`src/rtl/pipe_stage_skid.sv`:
```
// Elastic valid/ready pipeline stage with optional 2-entry skid buffer, flush,
// and saturating stall/drop performance counters.
module pipe_stage_skid #(
    parameter int DATA_W = 64,
    parameter int SKID   = 1,
    parameter int CNT_W  = 16
) (
    input  logic              clk,
    input  logic              rst,
    input  logic              in_valid,
    output logic              in_ready,
    input  logic [DATA_W-1:0] in_data,
    input  logic              flush,
    output logic              out_valid,
    input  logic              out_ready,
    output logic [DATA_W-1:0] out_data,
    output logic [CNT_W-1:0]  stall_cnt,
    output logic [CNT_W-1:0]  drop_cnt
);

    typedef enum logic [1:0] {
        EMPTY = 2'd0,
        BUSY  = 2'd1,
        FULL  = 2'd2
    } state_t;

    localparam logic [CNT_W-1:0] CNT_MAX = '1;
    localparam logic [CNT_W-1:0] CNT_ONE = CNT_W'(1);

    state_t              state_reg, state_next;
    logic [DATA_W-1:0]   main_data_reg, main_data_next;
    logic [DATA_W-1:0]   skid_data_reg, skid_data_next;
    logic [CNT_W-1:0]    stall_cnt_reg, stall_cnt_next;
    logic [CNT_W-1:0]    drop_cnt_reg, drop_cnt_next;
    logic [1:0]          drop_inc;
    logic [CNT_W+1:0]    drop_sum;
    logic                main_valid, skid_valid;
    logic                in_xfer, out_xfer;

    assign main_valid = (state_reg != EMPTY);
    assign skid_valid = (state_reg == FULL);
    assign in_xfer    = in_valid & in_ready;
    assign out_xfer   = out_valid & out_ready;

    always_ff @(posedge clk or posedge rst) begin
        if (rst) begin
            state_reg     <= EMPTY;
            main_data_reg <= '0;
            skid_data_reg <= '0;
            stall_cnt_reg <= '0;
            drop_cnt_reg  <= '0;
        end else begin
            state_reg     <= state_next;
            main_data_reg <= main_data_next;
            skid_data_reg <= skid_data_next;
            stall_cnt_reg <= stall_cnt_next;
            drop_cnt_reg  <= drop_cnt_next;
        end
    end

    always_comb begin
        state_next     = state_reg;
        main_data_next = main_data_reg;
        skid_data_next = skid_data_reg;
        if (flush) begin
            // Bubbles after a flush carry a zero payload.
            state_next     = EMPTY;
            main_data_next = '0;
            skid_data_next = '0;
        end else begin
            case (state_reg)
                EMPTY: begin
                    if (in_valid) begin
                        main_data_next = in_data;
                        state_next     = BUSY;
                    end
                end
                BUSY: begin
                    if (out_ready) begin
                        if (in_valid) begin
                            main_data_next = in_data;
                        end else begin
                            main_data_next = '0;
                            state_next     = EMPTY;
                        end
                    end else if (SKID != 0 && in_xfer) begin
                        skid_data_next = in_data;
                        state_next     = FULL;
                    end
                end
                FULL: begin
                    if (out_ready) begin
                        main_data_next = skid_data_reg;
                        skid_data_next = '0;
                        state_next     = BUSY;
                    end
                end
                default: begin
                    state_next     = EMPTY;
                    main_data_next = '0;
                    skid_data_next = '0;
                end
            endcase
        end
    end

    always_comb begin
        out_valid = main_valid;
        out_data  = main_data_reg;
        stall_cnt = stall_cnt_reg;
        drop_cnt  = drop_cnt_reg;
        // With the skid buffer, in_ready depends on registered state only.
        if (SKID != 0) begin
            in_ready = (state_reg != FULL);
        end else begin
            in_ready = ~main_valid | out_ready;
        end
    end

    always_comb begin
        stall_cnt_next = stall_cnt_reg;
        if (out_valid && !out_ready && stall_cnt_reg != CNT_MAX) begin
            stall_cnt_next = stall_cnt_reg + CNT_ONE;
        end
        drop_inc      = '0;
        drop_sum      = '0;
        drop_cnt_next = drop_cnt_reg;
        if (flush) begin
            // A main entry leaving downstream this cycle is delivered, not dropped.
            drop_inc      = {1'b0, main_valid & ~out_xfer} + {1'b0, skid_valid} + {1'b0, in_xfer};
            drop_sum      = {2'b00, drop_cnt_reg} + {{CNT_W{1'b0}}, drop_inc};
            drop_cnt_next = (drop_sum > {2'b00, CNT_MAX}) ? CNT_MAX : drop_sum[CNT_W-1:0];
        end
    end

endmodule

```
`config.mk`:
```
export PLATFORM = sky130hd
export DESIGN_NAME = pipe_stage_skid
export DESIGN_NICKNAME = d
export VERILOG_FILES = /design/src/rtl/pipe_stage_skid.sv
export SDC_FILE = /design/constraint.sdc
export NUM_CORES = 1
export LEC_CHECK = 0
export CORE_ASPECT_RATIO = 1.5
export CORE_UTILIZATION = 55
export CTS_CLUSTER_SIZE = 28
export DETAILED_ROUTE_END_ITERATION = 10
export PLACE_DENSITY = 0.85
export SYNTH_ARGS = -nofsm -noshare
export SYNTH_HDL_FRONTEND = slang
export SYNTH_SLANG_ARGS = --single-unit
```
`constraint.sdc`:
```
create_clock -name clk -period 8.6 [get_ports clk]
set_input_delay 0.86 -clock clk [delete_from_list [all_inputs] [get_ports clk]]
set_output_delay 0.86 -clock clk [all_outputs]
set_load 0.01 [all_outputs]
```
* Word level (Yosys, flattened, before mapping) *
Index checks and enable logic that the tools add are counted.

cells by class
  $add $sub $neg = 4
  eq/ne operators = 12
  $lt $le $gt $ge = 1
  mux-type cells = 19
  bitwise gates (word level) = 4
  reduce and logical (&&, ||, !) cells = 8

operators with widths
  kind                   number
  $mux 64                9
  $pmux 64 s3            2
  $add 16x2->17          1
  $gt 17x16->1 const B   1
  $add 16x1->16 const B  1
  $mux 16                1
  $ne 16x16->1 const B   1
  $ne 3x3->1 const B     5
  $mux 2                 6
  $ne 4x4->1 const B     2
  $reduce_and 4->1       2
  $pmux 2 s3             1
  $ne 2x2->1 const B     2
  $and 1x1->1            3
  $reduce_and 3->1       1
  $add 1x1->2            1
  $add 2x1->2            1
  $eq 2x1->1 const B     1
  $eq 2x2->1 const B     1
  $logic_and 1x1->1      2
  $logic_not 2->1        1
  $reduce_bool 2->1      1
  $logic_not 1->1        1
  $not 1->1              1

word-level totals
  flip-flop bits (word level) = 162
  output and inout port bits = 98
  input port bits = 69

* Longest topological paths before layout *
  word-level depth = 9
  mapped depth = 14
  mapped depth without buffers = 10

* Least setup slack after synthesis *
OpenSTA, ideal clock, no wires.

  path kind = input-to-reg
  start = input port out_ready
  end = register drop_cnt_reg[10], in the netlist drop_cnt[10]
  setup slack = 5.472 ns
  cell stages on the path = 12
  arrival time = 3.003 ns
  data required time = 8.475 ns
  path through = buf_2 -> o21bai_4 -> inv_1 -> ha_1 -> ha_1 -> inv_1 -> fa_1 -> and3b_1 -> and3_1 -> buf_2 -> nand4_1 -> mux2_2

on the way
  longest elaborated chain between the ends = 8

RTL lines
  element                 RTL line  source
  start: declaration      15        input logic out_ready,
  $and 1x1->1 *           43        assign out_xfer = out_valid & out_ready;
  $not 1->1 *             130       drop_inc = {1'b0, main_valid & ~out_xfer} + {1'b0, skid_valid} + {1'b0, in_xfer};
  $and 1x1->1 *           130
  $add 1x1->2 *           130
  $add 2x1->2 *           130
  $add 16x2->17 *         131       drop_sum = {2'b00, drop_cnt_reg} + {{CNT_W{1'b0}}, drop_inc};
  $gt 17x16->1            132       drop_cnt_next = (drop_sum > {2'b00, CNT_MAX}) ? CNT_MAX : drop_sum[CNT_W-1:0];
  $mux 16 *               132
  end signal: assignment  57        drop_cnt_reg <= drop_cnt_next;
  end: declaration        34        logic [CNT_W-1:0] drop_cnt_reg, drop_cnt_next;

Mark *: on every way between the ends. The rest lies on a longest branch, timed or not.
A chain may end at the register's enable or synchronous reset.

* Worst setup path after layout *
Ends and elaborated chain as after synthesis.

==> impl_metrics.csv <==
group,metric,value,unit
cells_and_area,multi_input_area,0.00353,mm2
clock_tree,cts_root_buf,"clkbuf_16",
global_route,grt_usage,0.276,
synth,synth.avg_cell_area,10.3,um2
synth,syn_inst,789,
clock_tree,cts_max_level,4,
detailed_routing,firstDrtPassIters,5,
clock_tree,clk_latency,420,ps
synth,synth_top_cell_area_share,0.498,
timing,setup-tns-final,0,ps
synth,synth_fp_nets,863,
synth,ys_seq_area_frac,0.498,
clock_tree,cts.sinks,162,
critical_path,worstSetupPathType,"in2reg",
clock_tree,cts_tree,"yes",
floorplan,ios,167,
placed_design,pre_cts_ws,4710,ps
timing,finalCriticalPeriod,3460,ps
critical_path,endpoint_kind,"register",
detailed_routing,ant_nets,0,
cells_and_area,nNetsFinal,1005,
synth,synth_warnings,0,
timing,report.final.hold_viol_count,0,
cells_and_area,area_delta_synth_final,28.1,%
detailed_routing,drt_iter0_drc,248,
detailed_routing,drc_errors,0,
detailed_routing,dr_total_vias,6387,
clock_tree,cts_resized,0,
placed_design,placed_cell_area,0.00984,mm2
detailed_routing,avgRoutedWirePerCell,17.5,um
pwr,p_leak,4.54,nW
placed_design,portBuffers,166,
global_route,grt_max_degree,100,
critical_path,r2r_slack,5180,ps
critical_path,cp-endpoint,"drop_cnt[10]$_DFFE_PP0P_",
detailed_routing,avgViaCountPerCell,5.60,
timing,post-route-period-util,0.403,
timing,maxSlewHeadroom,0.232,
cells_and_area,final_util,0.718,
cells_and_area,fin_cells,1141,
clock_tree,clk_pin_slew,70,ps
min_path,hold_path.class,"reg2reg",
critical_path,cp-start-kind,"input port",
critical_path,critical_path.max_fanout,9,
synth,synth_top_area_cell,"dfrtp_1",
global_route,antenna_found_initial,1,
cells_and_area,post-route-cell-area,0.0104,mm2
floorplan,start_util,0.560,
synth,synth_area,0.00814,mm2
placed_design,placed_cells,1108,
floorplan,die_w,101,um
cells_and_area,drive_gt1_frac,0.0614,
synth,synthTopCellsByArea,"dfrtp_1 50%, mux2i_1 14%, nand2_1 6.0%",
floorplan,core_area,0.0145,mm2
critical_path,r2r-start,"state_reg[1]$_DFFE_PP0P_",
critical_path,cp_data_arrival_time,3770,ps
timing,worst_pin_slew,1150,ps
critical_path,cp.required,8910,ps
clock_tree,cts_max_path_buffers,2,
floorplan,row_count,54,
floorplan,design.die.area,0.0153,mm2
timing,setup_violations,0,
detailed_routing,routed_wirelength,20000,um
global_route,grt_overflow,0,
synth,ys.flop_type,"dfrtp_1",
timing,rsz0062_at_grt,"false",
global_route,grt_pass1_wl,32600,um
pwr,cellPowerDensity,198,mW/mm2
synth,synth_seq_cells,162,
clock_tree,cts_made_buffers,17,
timing,fmax,289,MHz
clock_tree,postCtsSetupBuffers,0,
run,drv_cap,0,
critical_path,r2r-end,"drop_cnt[10]$_DFFE_PP0P_",
critical_path,startpoint,"out_ready",
run_status,status,"complete, no violations",
pwr,ir_worst_vdd,0.142,mV
synth,synth-edff-count,0,
global_route,grt_pass1_vias,6558,
floorplan,die_y,151,um
cells_and_area,seqCellArea,0.00406,mm2
clock_tree,cts_hold_buf,0,
timing,fin_skew,9.47,ps
synth,synthArstFlopShare,1.00,
timing,drv_slew,0,
placed_design,gp_congestion,0.802,
placed_design,hpwl,12600,um
cells_and_area,n_fill_cell,1101,
timing,fin_ws,5140,ps
synth,yosysUniqueCellTypes,50,
critical_path,reg2reg_depth,10,
==> how the worst min path moves through the flow <==
stage | depth (start not counted) | slack (ps) | to | start
5_1_grt | 1 | 510 | out_data[56]$_DFFE_PP0P_ | out_data[56]$_DFFE_PP0P_
3_5_place_dp | 1 | 470 | out_data[12]$_DFFE_PP0P_ | out_data[12]$_DFFE_PP0P_
2_1_floorplan | 2 | 500 | skid_data_reg[0]$_DFFE_PP0P_ | skid_data_reg[0]$_DFFE_PP0P_
3_3_place_gp | 1 | 470 | out_data[27]$_DFFE_PP0P_ | out_data[27]$_DFFE_PP0P_
6_report | 1 | 490 | out_data[12]$_DFFE_PP0P_ | out_data[12]$_DFFE_PP0P_
4_1_cts | 1 | 490 | out_data[12]$_DFFE_PP0P_ | out_data[12]$_DFFE_PP0P_
==> cell type report <==
class,instances,area share
inverters,73,0.0268
well taps,196,0.0235
diodes,1,0.000240
clock buffers,19,0.0415
clock inverters,13,0.0146
multi-input cells,503,0.339
repair buffers,174,0.165
flip-flops and latches,162,0.389
==> worst max-delay path: stages <==
cell and delay [ps]:
clkdlybuf4s50_1 650, o21bai_4 240, inv_1 120, ha_1 290, ha_1 160, inv_1 60
fa_1 400, and3b_1 260, and3_1 280, nand4_1 140, mux2_2 300
==> cells in the mapped netlist, drive strengths merged, types with 5 or more instances <==
cell     number
a21oi         7
a22o         49
a22oi        15
a31oi         5
and3          5
buf          43
clkbuf        8
dfrtp       162
inv          73
mux2i       115
nand2       131
nand3        10
nand4        12
nor2         17
nor2b         9
nor4          7
o21ai        50
o2bb2ai      16
xnor2        11
xor2         12
==> where the power goes <==
group | internal, mW | switching, mW | total, mW
registers | 0.830 | 0.0640 | 0.894
logic | 0.213 | 0.203 | 0.416
clock network | 0.434 | 0.324 | 0.758
==> layer usage <==
metal,vias up,GRT usage,share of wire,wire (um)
li1,3004,-,-,-
met1,3166,0.329,0.41,8120
met2,181,0.485,0.52,10400
met3,36,0.0586,0.047,943
met4,0,0.107,0.026,511
met5,-,0,0,0
==> logic make-up (layout without fill, tap and decap cells) <==
| kind of cell | after synthesis | after routing | synth area share |
|---|---|---|---|
| and+or+nand+nor | 208 | 208 | 0.121 |
| DFF | 162 | 162 | 0.498 |
| AOI/OAI and AO/OA | 149 | 149 | 0.131 |
| buffers and inverters | 124 | 279 | 0.0701 |
| muxes | 118 | 118 | 0.146 |
| xor gates and xnor gates | 23 | 23 | 0.0247 |
| adders and majority gates | 5 | 5 | 0.00861 |
| other | 0 | 1 | 0 |
==> stage by stage <==
stage	total power [mW]	hold slack (ps)
after floorplan	1.12	497
after global placement	1.31	473
after detailed placement	1.32	474
after CTS	2.08	492
after global routing	2.16	508
final	2.07	492
==> cells in the final DEF, fill, tap and decap left out, types with 6 or more instances in the layout <==
cell type / synthesis / layout
nand2_1: 131 / 131
o21ai_0: 50 / 50
a21oi_1: 7 / 7
o2bb2ai_1: 16 / 16
a22o_1: 49 / 49
xnor2_1: 11 / 11
buf_4: 3 / 8
nor2b_1: 9 / 6
a22oi_1: 15 / 15
inv_1: 73 / 72
clkdlybuf4s50_1: 0 / 166
mux2i_1: 115 / 115
nor2_1: 14 / 14
nand3_1: 10 / 10
clkbuf_16: 0 / 17
nand4_1: 11 / 11
dfrtp_1: 162 / 160
xor2_1: 12 / 12
No activity file was read; power rests on OpenSTA's default activity.
